--- config.mk ---
export PLATFORM = sky130hd
export DESIGN_NAME = teller_dispatch
export DESIGN_NICKNAME = d
export VERILOG_FILES = /design/src/rtl/teller_dispatch.sv
export SDC_FILE = /design/constraint.sdc
export NUM_CORES = 1
export LEC_CHECK = 0
export BUFFER_PORTS_ARGS = -buffer_cell sky130_fd_sc_hd__buf_4
export CORE_UTILIZATION = 45
export DETAILED_ROUTE_END_ITERATION = 6
export GPL_ROUTABILITY_DRIVEN = 0
export PLACE_DENSITY = 0.78
export RECOVER_POWER = 25
export SLEW_MARGIN = 0
export SYNTH_ARGS = -nofsm -noshare
export SYNTH_HDL_FRONTEND = slang
export SYNTH_SLANG_ARGS = --single-unit
--- constraint.sdc ---
create_clock -name clck -period 1.6 [get_ports clck]
set_clock_uncertainty 0.05 [all_clocks]
set_input_delay 0.08 -clock clck [delete_from_list [all_inputs] [get_ports clck]]
set_output_delay 0.08 -clock clck [all_outputs]
set_load 0.03 [all_outputs]
--- src/rtl/teller_dispatch.sv ---
// teller_dispatch
// Calls the head of the queue to a free, in-service teller. Tellers are chosen
// round-robin. After a call, the block waits for the back-end photocell to show
// that the person has left the queue. If that does not happen within
// TIMEOUT_CYC cycles, the call is dropped as a no-show.
//
// Ports
//   clck          system clock, rising edge
//   rst           asynchronous, active-low reset
//   T_Count       tellers in service (00 none, 01 t0, 10 t0-1, 11 t0-2)
//   empt_flag     queue empty, from the queue machine
//   BE_photocell  back-end sensor level; a rising edge means a person left
//   teller_done   one-cycle pulse per teller: customer finished
//   call_valid    a call is being displayed
//   call_teller   called teller number 1..3, 0 when no call
//   call_ticket   ticket number of the current or next call
//   busy          per-teller serving flag
//   served        one-cycle pulse: called person confirmed at back-end
//   noshow        one-cycle pulse: call timed out
module teller_dispatch #(
  parameter int TIMEOUT_CYC = 16,
  parameter int TICKET_W    = 4
) (
  input  logic                clck,
  input  logic                rst,
  input  logic [1:0]          T_Count,
  input  logic                empt_flag,
  input  logic                BE_photocell,
  input  logic [2:0]          teller_done,
  output logic                call_valid,
  output logic [1:0]          call_teller,
  output logic [TICKET_W-1:0] call_ticket,
  output logic [2:0]          busy,
  output logic                served,
  output logic                noshow
);

  localparam int TMR_W = $clog2(TIMEOUT_CYC);
  localparam logic [TMR_W-1:0] TMR_LAST = TMR_W'(TIMEOUT_CYC - 1);

  typedef enum logic {
    IDLE,
    WAIT
  } state_t;

  state_t                state, state_n;
  logic                  be_prev;
  logic [TMR_W-1:0]      timer, timer_n;
  logic [1:0]            ptr, ptr_n;
  logic [1:0]            cur_idx, cur_idx_n;
  logic                  valid_n;
  logic [1:0]            teller_n;
  logic [TICKET_W-1:0]   ticket_n;
  logic [2:0]            busy_n;
  logic                  served_n, noshow_n;

  logic [2:0]            active_mask;
  logic [2:0]            eligible;
  logic                  be_edge;
  logic [1:0]            cand1, cand2;
  logic                  grant_any;
  logic [1:0]            grant_idx;

  // Tellers in service always form a contiguous group that starts at teller0.
  always_comb begin
    active_mask = 3'b000;
    case (T_Count)
      2'b01:   active_mask = 3'b001;
      2'b10:   active_mask = 3'b011;
      2'b11:   active_mask = 3'b111;
      default: active_mask = 3'b000;
    endcase
  end

  assign eligible  = active_mask & ~busy;
  assign be_edge   = BE_photocell & ~be_prev;
  assign grant_any = |eligible;

  // The search order is pointer, pointer+1, pointer+2, all taken modulo 3.
  assign cand1 = (ptr == 2'd2) ? 2'd0 : ptr + 2'd1;
  assign cand2 = (ptr == 2'd0) ? 2'd2 : ptr - 2'd1;

  always_comb begin
    grant_idx = cand2;
    if (eligible[ptr]) begin
      grant_idx = ptr;
    end else if (eligible[cand1]) begin
      grant_idx = cand1;
    end
  end

  // Next-state and output logic. A BE edge is checked before the timeout,
  // so a departure on the final cycle still counts as served. teller_done is
  // applied first, which means a busy set made in the same cycle takes priority.
  always_comb begin
    state_n   = state;
    timer_n   = timer;
    ptr_n     = ptr;
    cur_idx_n = cur_idx;
    valid_n   = call_valid;
    teller_n  = call_teller;
    ticket_n  = call_ticket;
    busy_n    = busy & ~teller_done;
    served_n  = 1'b0;
    noshow_n  = 1'b0;
    case (state)
      IDLE: begin
        if (grant_any && !empt_flag) begin
          valid_n   = 1'b1;
          teller_n  = grant_idx + 2'd1;
          cur_idx_n = grant_idx;
          timer_n   = '0;
          ptr_n     = (grant_idx == 2'd2) ? 2'd0 : grant_idx + 2'd1;
          state_n   = WAIT;
        end
      end
      WAIT: begin
        timer_n = timer + TMR_W'(1);
        if (be_edge) begin
          busy_n[cur_idx] = 1'b1;
          served_n        = 1'b1;
          ticket_n        = call_ticket + TICKET_W'(1);
          valid_n         = 1'b0;
          teller_n        = 2'd0;
          state_n         = IDLE;
        end else if (timer == TMR_LAST) begin
          noshow_n = 1'b1;
          ticket_n = call_ticket + TICKET_W'(1);
          valid_n  = 1'b0;
          teller_n = 2'd0;
          state_n  = IDLE;
        end
      end
      default: state_n = IDLE;
    endcase
  end

  // All state, including the displayed call, is cleared as soon as reset is
  // asserted. A call that was pending therefore produces no served or noshow
  // pulse.
  always_ff @(posedge clck or negedge rst) begin
    if (!rst) begin
      state       <= IDLE;
      be_prev     <= 1'b0;
      timer       <= '0;
      ptr         <= 2'd0;
      cur_idx     <= 2'd0;
      call_valid  <= 1'b0;
      call_teller <= 2'd0;
      call_ticket <= '0;
      busy        <= 3'b000;
      served      <= 1'b0;
      noshow      <= 1'b0;
    end else begin
      state       <= state_n;
      be_prev     <= BE_photocell;
      timer       <= timer_n;
      ptr         <= ptr_n;
      cur_idx     <= cur_idx_n;
      call_valid  <= valid_n;
      call_teller <= teller_n;
      call_ticket <= ticket_n;
      busy        <= busy_n;
      served      <= served_n;
      noshow      <= noshow_n;
    end
  end

endmodule

**Word level (Yosys, flattened, before mapping)**

Index checks and enable logic that the tools add are counted.

- Register bits: 22
- Bits of input ports: 9
- Output and inout bits: 12

- Add/sub/neg operators: 5
- Magnitude comparators: 4
- Eq/ne operators: 8
- Mux-type cells: 35
- Bitwise gates (word level): 8
- Reductions and logical operators: 9

Operator list:

| cell | number |
|---|---|
| $mux W2 | 8 |
| $mux W1 | 14 |
| $mux W4 | 3 |
| $lt A2 B3 Y1 const B | 3 |
| $pmux W3 S3 | 1 |
| $add A4 B1 Y4 const B | 2 |
| $eq A2 B2 Y1 const B | 4 |
| $pmux W4 S2 | 1 |
| $and A3 B3 Y3 | 2 |
| $mux W3 | 2 |
| $not A3 Y3 | 2 |
| $reduce_and A2 Y1 | 3 |
| $add A2 B1 Y2 const B | 2 |
| $bmux W1 S2 | 2 |
| $eq A4 B4 Y1 const B | 1 |
| $pmux W1 S2 | 2 |
| $pmux W2 S2 | 1 |
| $ne A3 B1 Y1 const B | 1 |
| $or A3 B3 Y3 | 1 |
| $reduce_or A3 Y1 | 1 |
| $demux W1 S2 | 1 |
| $eq A2 B1 Y1 const B | 1 |
| $ge A2 B1 Y1 const B | 1 |
| $logic_and A1 B1 Y1 | 2 |
| 7 further kinds | 8 |

**Logic depth before layout (Yosys ltp)**

Gate-level depths: netlist of run 1.

- Word-level depth: 10
- Depth in mapped cells: 8
- Gate-level depth less buffers: 8

**Least setup slack after synthesis of run 1**

OpenSTA, ideal clock, no wires.

- Kind: flip-flop to flip-flop
- From: reg ptr[0]
- To: reg call_teller[1]
- Setup time: 148 ps
- Arrival time: 1,551 ps
- Data required time: 1,402 ps
- Slack: -148 ps
- Cell stages (with the launch flop): 8
- Buffers on the path: 0
- Period minus slack after synthesis: 1,748 ps
- Cell sequence: dfrtp_1 > inv_1 > ha_1 > o31ai_1 > a21oi_1 > o21a_4 > nand3_1 > o311ai_2

- Longest elaborated chain between the ends: 9
- Elaborated cells between the ends (all ways): 15

Ends and longest elaborated chain:

| element | RTL line | RTL |
|---|---|---|
| start: declaration | 49 | `logic [1:0] ptr, ptr_n;` |
| start signal: assignment | 158 | `ptr <= ptr_n;` |
| $add A2 B1 Y2 or $eq A2 B2 Y1 (tied branches) | 80 | `assign cand1 = (ptr == 2'd2) ? 2'd0 : ptr + 2'd1;` |
| $mux W2 | 80 |  |
| $bmux W1 S2 | 87 | `end else if (eligible[cand1]) begin` |
| $mux W1 (implied by the code) | 87 |  |
| $mux W2 | 87 |  |
| $mux W2 * | 85 | `if (eligible[ptr]) begin` |
| $add A2 B1 Y2 * | 110 | `teller_n = grant_idx + 2'd1;` |
| $mux W2 * | 108 | `if (grant_any && !empt_flag) begin` |
| $pmux W2 S2 * | 106 | `case (state)` |
| end signal: assignment | 161 | `call_teller <= teller_n;` |
| end: declaration | 31 | `output logic [1:0] call_teller,` |

Mark *: on every way between the ends. The rest lies on a longest branch, timed or not. The select of a mux whose other input is x is not followed.
A chain may end at the register's enable or synchronous reset.

**Worst setup path in the final report of run 1**

- From: reg ptr[0]
- To: reg cur_idx[1]

- Longest elaborated chain between the ends: 6
- Elaborated cells between the ends (all ways): 12

Ends and longest elaborated chain:

| element | RTL line | RTL |
|---|---|---|
| $add A2 B1 Y2 or $eq A2 B2 Y1 (tied branches) | 80 |  |
| $mux W2 | 80 |  |
| $bmux W1 S2 | 87 |  |
| $mux W1 (implied by the code) | 87 |  |
| $mux W2 | 87 |  |
| $mux W2 * | 85 |  |
| end signal: assignment | 159 | `cur_idx <= cur_idx_n;` |
| end: declaration | 50 | `logic [1:0] cur_idx, cur_idx_n;` |

Marks and branches as above.

==> results of run 1 <==
-- state kept, by name, indices dropped and copies added, names as in the netlist --
name         flops
call_valid       1
cur_idx          2
be_prev          1
ptr              2
call_ticket      4
call_teller      2
noshow           1
timer            4
busy             3
state            1
served           1
-- power groups by stage --
stage | Clock, uW | Sequential, uW | Combinational (uW)
after global routing | 454 | 998 | 1560
after global placement | 0 | 961 | 1160
after CTS | 434 | 962 | 1330
after floorplan | 0 | 1120 | 614
final | 423 | 966 | 1440
after detailed placement | 0 | 974 | 1210
-- cell usage after synthesis --
library cell and instances:
dfrtp_1 22, nand2_1 18, inv_1 12, o21ai_0 8
a21oi_1 5, ha_1 5, nand3_1 5, xnor2_1 4
o21ai_1 3, and3_1 2, nand2b_1 2, nand3b_1 2
nor2_1 2, o31ai_1 2, o32ai_1 2, a21boi_1 1
a31o_1 1, a41o_1 1, clkbuf_1 1, mux2_1 1
mux2i_1 1, nand4_1 1, nand4b_1 1, nor2b_1 1
nor3b_1 1, nor4_1 1, nor4b_1 1, o211ai_1 1
o21a_4 1, o311ai_2 1, xor2_1 1
-- metrics by stage --
| stage | power, uW | cells | area [um^2] | setup WS, ns |
|---|---|---|---|---|
| 3_3_place_gp | 2120 | 167 | 1390 | -0.0498 |
| 3_5_place_dp | 2180 | 167 | 1390 | -0.152 |
| 6_report | 2830 | 179 | 1580 | -0.0931 |
| 5_1_grt | 3020 | 179 | 1580 | -0.177 |
| 2_1_floorplan | 1740 | 110 | 1130 | -0.00225 |
| 4_1_cts | 2730 | 179 | 1540 | -0.0853 |
-- cells by family after synthesis --
| kind of cell | after synthesis | synth area share (%) |
|---|---|---|
| and+or+nand+nor | 37 | 16.9 |
| AOI/OAI and AO/OA | 26 | 16.3 |
| adders and majority gates | 5 | 5.75 |
| muxes | 2 | 1.95 |
| xor gates and xnor gates | 5 | 4.02 |
| buffers and inverters | 13 | 4.48 |
| DFF | 22 | 50.6 |
-- metal layers --
| metal | GRT usage (%) | share of wire, % | vias to the layer above |
|---|---|---|---|
| met5 | 0 | 0 | - |
| met4 | 8.80 | 2.9 | 0 |
| met3 | 4.17 | 3.4 | 8 |
| met2 | 36.6 | 52 | 28 |
| met1 | 25.2 | 41 | 465 |
| li1 | - | - | 466 |
-- area by class of cell --
class	count	area (um^2)	area share (%)
multi-input combinational	75	594	37.7
sequential	22	556	35.2
timing repair buffer	38	294	18.7
inverter	12	45.0	2.86
tap	28	35.0	2.22
clock inverter	1	30.0	1.90
clock buffer	3	22.5	1.43
-- path summary, 6_finish.rpt --
| check | from | to | slack (ns) | cells past startpoint |
|---|---|---|---|---|
| max in group asynchronous | rst | busy[1] | 0.27 | 2 |
| hold / removal | empt_flag | call_valid | 0.18 | 5 |
| setup / recovery | ptr[0] | cur_idx[1] | -0.09 | 8 |
| setup reg to reg | ptr[0] | cur_idx[1] | -0.09 | 8 |
| hold reg to reg | call_ticket[3] | call_ticket[3] | 0.43 | 1 |
| min in group asynchronous | rst | state | 0.46 | 2 |
-- what timing repair did --
| item | CTS | global route |
|---|---|---|
| hold endpoints to repair | 26 | 0 |
| pin swaps | 4 | 10 |
| buffers inserted | 3 | 0 |
| setup endpoints to repair | 6 | 9 |
| hold buffers | 5 | 0 |
| resized for setup | 7 | 7 |
-- worst reg2reg max path: cells and delay by family (launching register included) --
kind                       cells  cell delay, ns
buffers and inverters          1            0.10
adders and majority gates      1            0.16
muxes                          1            0.26
AOI/OAI and AO/OA              1            0.09
and+or+nand+nor                4            0.45
DFF                            1            0.49
-- cell usage in the layout (no fill, tap or decap), types with 4 or more instances in the layout --
cell type / netlist / routed
inv_1: 12 / 10
xnor2_1: 4 / 4
nand3_1: 5 / 4
nand2_1: 18 / 18
o21ai_0: 8 / 5
dfrtp_2: 0 / 4
buf_4: 0 / 32
dlygate4sd3_1: 0 / 5
dfrtp_1: 22 / 18
==> out/metrics.json, run 1 <==
{
  "fin_crit": {"value": 1.69, "unit": "ns"},
  "crit_path_top_delay_cell": {"value": "dfrtp_2"},
  "yosysSeqAreaShare": {"value": 50.6, "unit": "%"},
  "achievable_frequency": {"value": 591, "unit": "MHz"},
  "synth_top_area_cell": {"value": "dfrtp_1"},
  "setup.worst_path.start_class": {"value": "flop"},
  "power.sequential.fraction": {"value": 34.1, "unit": "%"},
  "switching_share": {"value": 41.0, "unit": "%"},
  "boundaryPins": {"value": 21},
  "setup_total_negative_slack": {"value": -0.288, "unit": "ns"},
  "cap_viol_max_count": {"value": 0},
  "relative_area_change_from_synthesis_to_final_layout": {"value": 44.8, "unit": "%"},
  "power.ir.vdd_worst": {"value": 1140, "unit": "uV"},
  "worstHoldPathType": {"value": "input pin to flop"},
  "cp_data_arrival_time": {"value": 1.85, "unit": "ns"},
  "clkSinkCount": {"value": 22},
  "dominant_cell_type_by_count_on_the_critical_path": {"value": "nand3b_1"},
  "yosysWarnings": {"value": 0},
  "fill_cell_instance_count_of_the_final_layout": {"value": 164},
  "drive_above_1_share": {"value": 38.4, "unit": "%"},
  "via_count": {"value": 967},
  "initial_core_util": {"value": 48.3, "unit": "%"},
  "p_int": {"value": 1670, "unit": "uW"},
  "portion_of_total_power_attributed_to_the_clock_network": {"value": 14.9, "unit": "%"},
  "synthDominantCellAreaShare": {"value": 50.6, "unit": "%"},
  "synth-seq-cells": {"value": 22},
  "synthesis.nets": {"value": 124},
  "p_sw": {"value": 1160, "unit": "uW"},
  "crit_path_cell_trace": {"value": "inv_2, ha_4, nand3b_1, o31ai_4, nand2_1, nand3b_1, nand2b_1, mux2_4"},
  "combPwrFrac": {"value": 50.9, "unit": "%"},
  "antenna_cells_inserted": {"value": 0},
  "path_delay_family": {"value": "flip-flops"},
  "fp.dieArea": {"value": 2620, "unit": "um^2"},
  "total_global_routing_track_utilization": {"value": 21.1, "unit": "%"},
  "cts_tree": {"value": "done"},
  "grt_first_pass_wirelength": {"value": 3.99, "unit": "mm"},
  "synth_top_cells_by_area": {"value": "dfrtp_1 51%, nand2_1 6.2%, ha_1 5.7%, inv_1 4.1%, o21ai_0 3.7%"},
  "synth.cell_area": {"value": 1090, "unit": "um^2"},
  "crit_path_max_fanout": {"value": 5},
  "number_of_antenna_violations_at_the_first_check_in_global_routing": {"value": 0},
  "post-route-util": {"value": 69.9, "unit": "%"},
  "timing.critical_path.required": {"value": 1.76, "unit": "ns"},
  "static-leakage-power": {"value": 0.000749, "unit": "uW"},
  "maxSlewHeadroom": {"value": 22.3, "unit": "%"},
  "hold_viol": {"value": 0},
  "violations": {"value": "setup timing"},
  "route.detailed.drc": {"value": 0},
  "path_buf_inv": {"value": 1},
  "rows": {"value": 17},
  "drt_first_pass_iters": {"value": 4},
  "report.final.slew_viol_count": {"value": 0},
  "final.hold.worst_slack": {"value": 0.185, "unit": "ns"},
  "first_global_vias": {"value": 922},
  "clkLatencyLatePin": {"value": 0.31, "unit": "ns"},
  "io_buffers": {"value": 20},
  "fp.coreArea": {"value": 2250, "unit": "um^2"},
  "cts.path.max_buffers": {"value": 2},
  "cp_slowest_stage_delay": {"value": 0.49, "unit": "ns"},
  "outcome": {"value": "finished with violations"},
  "via_per_inst": {"value": 5.40},
  "wl_cell": {"value": 14.3, "unit": "um"},
  "synth.avg_cell_area": {"value": 9.90, "unit": "um^2"},
  "clock_tree.htree_level_count": {"value": 1},
  "die_x": {"value": 51.2, "unit": "um"},
  "floorplan.die.height": {"value": 51.2, "unit": "um"},
  "fin_crit_sh": {"value": 106, "unit": "%"},
  "tightestPinTransition": {"value": 1.17, "unit": "ns"},
  "worst_setup_path_end_kind": {"value": "flop"},
  "gr-total-overflow": {"value": 0},
  "synthDistinctLibCells": {"value": 31},
  "power_density": {"value": 1790, "unit": "nW/um^2"},
  "drt_iter0_drc": {"value": 10},
  "setup_ws": {"value": -0.0931, "unit": "ns"},
  "setup_repair_after_global_routing_missed_its_margin": {"value": "true"},
  "postSynthCellCount": {"value": 110},
  "critPathKind": {"value": "flop to flop"},
  "dpl.hpwl": {"value": 1.73, "unit": "mm"},
  "clk_pin_slew_worst_paths": {"value": 0.12, "unit": "ns"},
  "fin_nets": {"value": 166},
  "drt-total-wl": {"value": 2.56, "unit": "mm"},
  "remaining_antenna_violation_count_after_routing": {"value": 0},
  "cts_root_buffer": {"value": "clkbuf_4"},
  "maximum_number_of_pins_on_one_net_before_global_route_repair": {"value": 23},
  "number_of_buffers_created_by_cts": {"value": 3},
  "finalSetupViolations": {"value": 4}
}
Note: power is estimated with default switching activity, not from simulation.
==> run 2: changes to the inputs <==
--- a/config.mk
+++ b/config.mk
@@ -11,6 +11,7 @@
 export GPL_ROUTABILITY_DRIVEN = 0
 export PLACE_DENSITY = 0.78
 export RECOVER_POWER = 25
+export REMOVE_ABC_BUFFERS = 1
 export SLEW_MARGIN = 0
 export SYNTH_ARGS = -nofsm -noshare
 export SYNTH_HDL_FRONTEND = slang
==> out/metrics.json, run 2 (synthesized netlist as in run 1, its figures left out) <==
{
  "placed_cells_incl_taps": {"value": 172},
  "grt_first_pass_wirelength": {"value": 4.18, "unit": "mm"},
  "io_buffers": {"value": 20},
  "dpl.hpwl": {"value": 1.81, "unit": "mm"},
  "cts_setup_buffers": {"value": 0},
  "fin_crit": {"value": 1.72, "unit": "ns"},
  "rrSetupSlack": {"value": -0.12, "unit": "ns"},
  "hold_viol": {"value": 0},
  "fp.dieArea": {"value": 2620, "unit": "um^2"},
  "switching_share": {"value": 41.8, "unit": "%"},
  "via_per_inst": {"value": 5.21},
  "number_of_buffers_created_by_cts": {"value": 3},
  "clkSinkCount": {"value": 22},
  "maxSlewHeadroom": {"value": 21.0, "unit": "%"},
  "worst_setup_path_endpoint": {"value": "call_teller[1]"},
  "die_x": {"value": 51.2, "unit": "um"},
  "mostFrequentLayoutCell": {"value": "buf_4"},
  "first_global_vias": {"value": 981},
  "cp_data_arrival_time": {"value": 1.89, "unit": "ns"},
  "layout.cells.most_common_list": {"value": "33 x buf_4, 22 x dfrtp_1, 17 x nand2_1"},
  "initial_core_util": {"value": 48.3, "unit": "%"},
  "pre_cts_ws": {"value": -0.217, "unit": "ns"},
  "timing.critical_path.required": {"value": 1.77, "unit": "ns"},
  "clock_tree.htree_level_count": {"value": 1},
  "power.ir.vdd_worst": {"value": 957, "unit": "uV"},
  "report.final.slew_viol_count": {"value": 0},
  "fill_cell_instance_count_of_the_final_layout": {"value": 180},
  "fin_crit_sh": {"value": 108, "unit": "%"},
  "power.sequential.fraction": {"value": 35.4, "unit": "%"},
  "drt_iter0_drc": {"value": 10},
  "final.hold.worst_slack": {"value": 0.182, "unit": "ns"},
  "worst_setup_path_end_kind": {"value": "flop"},
  "drt_first_pass_iters": {"value": 4},
  "setup_repair_after_global_routing_missed_its_margin": {"value": "true"},
  "worstHoldPathType": {"value": "input pin to flop"},
  "critical_path.reg2reg.endpoint": {"value": "call_teller[1]"},
  "gr-total-overflow": {"value": 0},
  "finalSetupViolations": {"value": 6},
  "number_of_antenna_violations_at_the_first_check_in_global_routing": {"value": 0},
  "floorplan.die.height": {"value": 51.2, "unit": "um"},
  "critPathLaunch": {"value": "ptr[0]"},
  "setup.worst_path.start_class": {"value": "flop"},
  "cts.path.max_buffers": {"value": 2},
  "critPathKind": {"value": "flop to flop"},
  "rr_startpoint": {"value": "ptr[0]"},
  "maximum_number_of_pins_on_one_net_before_global_route_repair": {"value": 23},
  "route.detailed.drc": {"value": 0},
  "cts_tree": {"value": "done"},
  "tightestPinTransition": {"value": 1.18, "unit": "ns"},
  "setup_ws": {"value": -0.122, "unit": "ns"},
  "violations": {"value": "setup timing"},
  "relative_area_change_from_synthesis_to_final_layout": {"value": 39.4, "unit": "%"},
  "clkLatencyLatePin": {"value": 0.30, "unit": "ns"},
  "combPwrFrac": {"value": 52.9, "unit": "%"},
  "drive_above_1_share": {"value": 32.0, "unit": "%"},
  "remaining_antenna_violation_count_after_routing": {"value": 0},
  "power_density": {"value": 1740, "unit": "nW/um^2"},
  "drt-total-wl": {"value": 2.42, "unit": "mm"},
  "fin_cells": {"value": 181},
  "boundaryPins": {"value": 21},
  "cap_viol_max_count": {"value": 0},
  "clk_pin_slew_worst_paths": {"value": 0.12, "unit": "ns"},
  "p_int": {"value": 1530, "unit": "uW"},
  "p_sw": {"value": 1100, "unit": "uW"},
  "fp.coreArea": {"value": 2250, "unit": "um^2"},
  "portion_of_total_power_attributed_to_the_clock_network": {"value": 11.7, "unit": "%"},
  "via_count": {"value": 943},
  "worstHoldStart": {"value": "empt_flag"},
  "wl_cell": {"value": 13.4, "unit": "um"},
  "cts_root_buffer": {"value": "clkbuf_4"},
  "rows": {"value": 17},
  "post-route-util": {"value": 67.3, "unit": "%"},
  "outcome": {"value": "finished with violations"},
  "achievable_frequency": {"value": 581, "unit": "MHz"},
  "antenna_cells_inserted": {"value": 0},
  "crit_path_max_fanout": {"value": 5},
  "static-leakage-power": {"value": 0.000741, "unit": "uW"},
  "fin_nets": {"value": 168},
  "total_global_routing_track_utilization": {"value": 21.8, "unit": "%"},
  "number_of_cells_on_the_worst_reg_to_reg_path": {"value": 6},
  "layout_top_registers": {"value": "call_ticket (4), timer (4), busy (3)"}
}
[run 2: power groups by stage]
stage / sequential, uW / clock (uW) / combinational (uW)
after floorplan: 1120 / 0 / 549
after global placement: 921 / 0 / 1210
after detailed placement: 932 / 0 / 1260
after CTS: 932 / 311 / 1380
after global routing: 961 / 335 / 1510
final: 932 / 309 / 1390
[run 2: critical path: stages (launching register included)]
cell	delay [ns]
dfrtp_1	0.44
buf_6	0.15
mux2i_1	0.11
a31o_1	0.25
a41o_1	0.22
o21a_4	0.22
o311ai_2	0.20
[run 2: layout make-up]
cell class | instances | area [um^2] | area share (%)
multi-input cells | 75 | 538 | 35.4
flip-flops and latches | 22 | 551 | 36.3
well taps | 28 | 35.0 | 2.31
clock buffers | 4 | 36.3 | 2.39
repair buffers | 40 | 313 | 20.6
inverters | 12 | 45.0 | 2.97
[run 2: metal layers]
metal | vias to the layer above | wire, um | track usage (%) | share of wire [%]
li1 | 469 | - | - | -
met1 | 461 | 1110 | 25.9 | 46
met2 | 11 | 1250 | 38.8 | 51
met3 | 2 | 47 | 3.57 | 1.9
met4 | 0 | 16 | 8.33 | 0.66
met5 | - | 0 | 0 | 0
[run 2: how the worst min path moves through the flow]
stage | end | slack (ns) | cells past startpoint
6_report | state | 0.18 | 5
5_1_grt | state | 0.18 | 5
4_1_cts | busy[2] | 0.14 | 2
3_5_place_dp | busy[2] | -0.06 | 1
3_3_place_gp | busy[1] | -0.07 | 1
2_1_floorplan | be_prev | -0.27 | 0
[run 2: per-stage QoR]
step / TNS (ns) / power, uW / cell area [um^2]
final: -0.454 / 2630 / 1520
after global routing: -0.867 / 2810 / 1520
after CTS: -0.461 / 2620 / 1520
after detailed placement: -0.934 / 2200 / 1380
after global placement: -0.258 / 2130 / 1380
after floorplan: -0.520 / 1660 / 1080
[run 2: what timing repair did]
action,CTS,global route
gates resized for setup,11,4
hold buffers,5,0
endpoints found under the hold margin,26,0
endpoints found under the setup margin,6,8
pin swaps,6,3
==> run 3: changes to the inputs <==
--- a/config.mk
+++ b/config.mk
@@ -9,6 +9,7 @@
 export CORE_UTILIZATION = 45
 export DETAILED_ROUTE_END_ITERATION = 6
 export GPL_ROUTABILITY_DRIVEN = 0
+export MAX_ROUTING_LAYER = met4
 export PLACE_DENSITY = 0.78
 export RECOVER_POWER = 25
 export REMOVE_ABC_BUFFERS = 1
==> out/metrics.json, run 3 (synthesized netlist as in run 1, its figures left out) <==
{
  "fin_nets": {"value": 168},
  "outcome": {"value": "finished with violations"},
  "cap_viol_max_count": {"value": 0},
  "multiInputGateArea": {"value": 538, "unit": "um^2"},
  "layout_top_registers": {"value": "call_ticket (4), timer (4), busy (3)"},
  "worst_setup_path_end_kind": {"value": "flop"},
  "hold_viol": {"value": 0},
  "clkSinkCount": {"value": 22},
  "route.detailed.drc": {"value": 0},
  "antenna_cells_inserted": {"value": 0},
  "clock_tree.htree_level_count": {"value": 1},
  "number_of_buffers_created_by_cts": {"value": 3},
  "fin_crit": {"value": 1.72, "unit": "ns"},
  "relative_area_change_from_synthesis_to_final_layout": {"value": 39.4, "unit": "%"},
  "clk_pin_slew_worst_paths": {"value": 0.12, "unit": "ns"},
  "timing.critical_path.required": {"value": 1.77, "unit": "ns"},
  "grt_first_pass_wirelength": {"value": 4.18, "unit": "mm"},
  "cp_slowest_stage_delay": {"value": 0.44, "unit": "ns"},
  "pre_cts_ws": {"value": -0.217, "unit": "ns"},
  "fp.coreArea": {"value": 2250, "unit": "um^2"},
  "rows": {"value": 17},
  "initial_core_util": {"value": 48.3, "unit": "%"},
  "cp_data_arrival_time": {"value": 1.89, "unit": "ns"},
  "layout.cells.most_common_list": {"value": "33 x buf_4, 22 x dfrtp_1, 17 x nand2_1"},
  "maximum_number_of_pins_on_one_net_before_global_route_repair": {"value": 23},
  "fin_crit_sh": {"value": 108, "unit": "%"},
  "mostFrequentLayoutCell": {"value": "buf_4"},
  "total_global_routing_track_utilization": {"value": 22.4, "unit": "%"},
  "fill_cell_instance_count_of_the_final_layout": {"value": 180},
  "die_x": {"value": 51.2, "unit": "um"},
  "tightestPinTransition": {"value": 1.16, "unit": "ns"},
  "report.final.slew_viol_count": {"value": 0},
  "placed_cells_incl_taps": {"value": 172},
  "io_buffers": {"value": 20},
  "remaining_antenna_violation_count_after_routing": {"value": 0},
  "drive_above_1_share": {"value": 32.0, "unit": "%"},
  "power_density": {"value": 1730, "unit": "nW/um^2"},
  "power.ir.vdd_worst": {"value": 956, "unit": "uV"},
  "number_of_antenna_violations_at_the_first_check_in_global_routing": {"value": 0},
  "violations": {"value": "setup timing"},
  "achievable_frequency": {"value": 581, "unit": "MHz"},
  "clkLatencyLatePin": {"value": 0.30, "unit": "ns"},
  "via_count": {"value": 946},
  "wl_cell": {"value": 13.3, "unit": "um"},
  "worstHoldPathType": {"value": "input pin to flop"},
  "drt_first_pass_iters": {"value": 4},
  "setup_ws": {"value": -0.122, "unit": "ns"},
  "fp.dieArea": {"value": 2620, "unit": "um^2"},
  "crit_path_top_delay_cell": {"value": "dfrtp_1"},
  "boundaryPins": {"value": 21},
  "via_per_inst": {"value": 5.23},
  "drt-total-wl": {"value": 2.41, "unit": "mm"},
  "finalSetupViolations": {"value": 6},
  "fin_cells": {"value": 181},
  "totalPowerFinal": {"value": 2630, "unit": "uW"},
  "cts.path.max_buffers": {"value": 2},
  "first_global_vias": {"value": 984},
  "regArea": {"value": 551, "unit": "um^2"},
  "crit_path_cell_trace": {"value": "buf_6, mux2i_1, a31o_1, a41o_1, o21a_4, o311ai_2"},
  "critPathKind": {"value": "flop to flop"},
  "crit_path_max_fanout": {"value": 5},
  "drt_iter0_drc": {"value": 9},
  "post-route-util": {"value": 67.3, "unit": "%"},
  "setup_repair_after_global_routing_missed_its_margin": {"value": "true"},
  "gr-total-overflow": {"value": 0},
  "cts_setup_buffers": {"value": 0},
  "setup.worst_path.start_class": {"value": "flop"},
  "maxSlewHeadroom": {"value": 22.7, "unit": "%"},
  "cts_tree": {"value": "done"},
  "dpl.hpwl": {"value": 1.81, "unit": "mm"},
  "static-leakage-power": {"value": 0.000741, "unit": "uW"},
  "floorplan.die.height": {"value": 51.2, "unit": "um"},
  "cts_root_buffer": {"value": "clkbuf_4"}
}
## run 3: critical path, delay by kind of cell, from the launching register on
kind	cells	cell delay, ns
compound gates	4	0.89
buf+inv	1	0.15
flops	1	0.44
mux	1	0.11
## run 3: metrics by stage
stage               hold WS, ns  area, um^2  TNS (ns)
CTS                       0.137        1520    -0.461
global placement        -0.0686        1380    -0.258
floorplan                -0.266        1080    -0.520
finish                    0.183        1520    -0.444
global route              0.177        1520    -0.867
detailed placement      -0.0637        1380    -0.934
## run 3: where the power goes
group	internal, uW	switching (uW)	total (uW)
Combinational	645	745	1390
Clock	139	169	308
Sequential	750	182	932
Total	1530	1100	2630
## run 3: path summary, 6_finish.rpt
kind,start,endpoint,slack [ns],cells past startpoint
max,ptr[0],call_teller[1],-0.12,6
min,empt_flag,state,0.18,5
max reg2reg,ptr[0],call_teller[1],-0.12,6
min reg2reg,call_ticket[3],call_ticket[3],0.44,1
max in group asynchronous,rst,noshow,0.36,2
min in group asynchronous,rst,busy[2],0.46,2
## run 3: per-layer routing
| layer | global-route usage, % | routed length (um) |
|---|---|---|
| met5 | - | 0 |
| met4 | 8.33 | 16 |
| met3 | 3.57 | 62 |
| met2 | 38.8 | 1250 |
| met1 | 25.9 | 1090 |
## run 3: area by class of cell
type | count | area share (%)
Timing Repair Buffer | 40 | 20.6
Clock buffer | 4 | 2.39
Sequential cell | 22 | 36.3
Tap cell | 28 | 2.31
Multi-Input combinational cell | 75 | 35.4
Inverter | 12 | 2.97
## run 3: timing repair
item / in CTS / in global routing
gates cloned: 0 / 0
endpoints found under the setup margin: 6 / 8
gates resized for setup: 11 / 4
endpoints found under the hold margin: 26 / 0
hold buffers: 5 / 0
pin swaps: 6 / 3
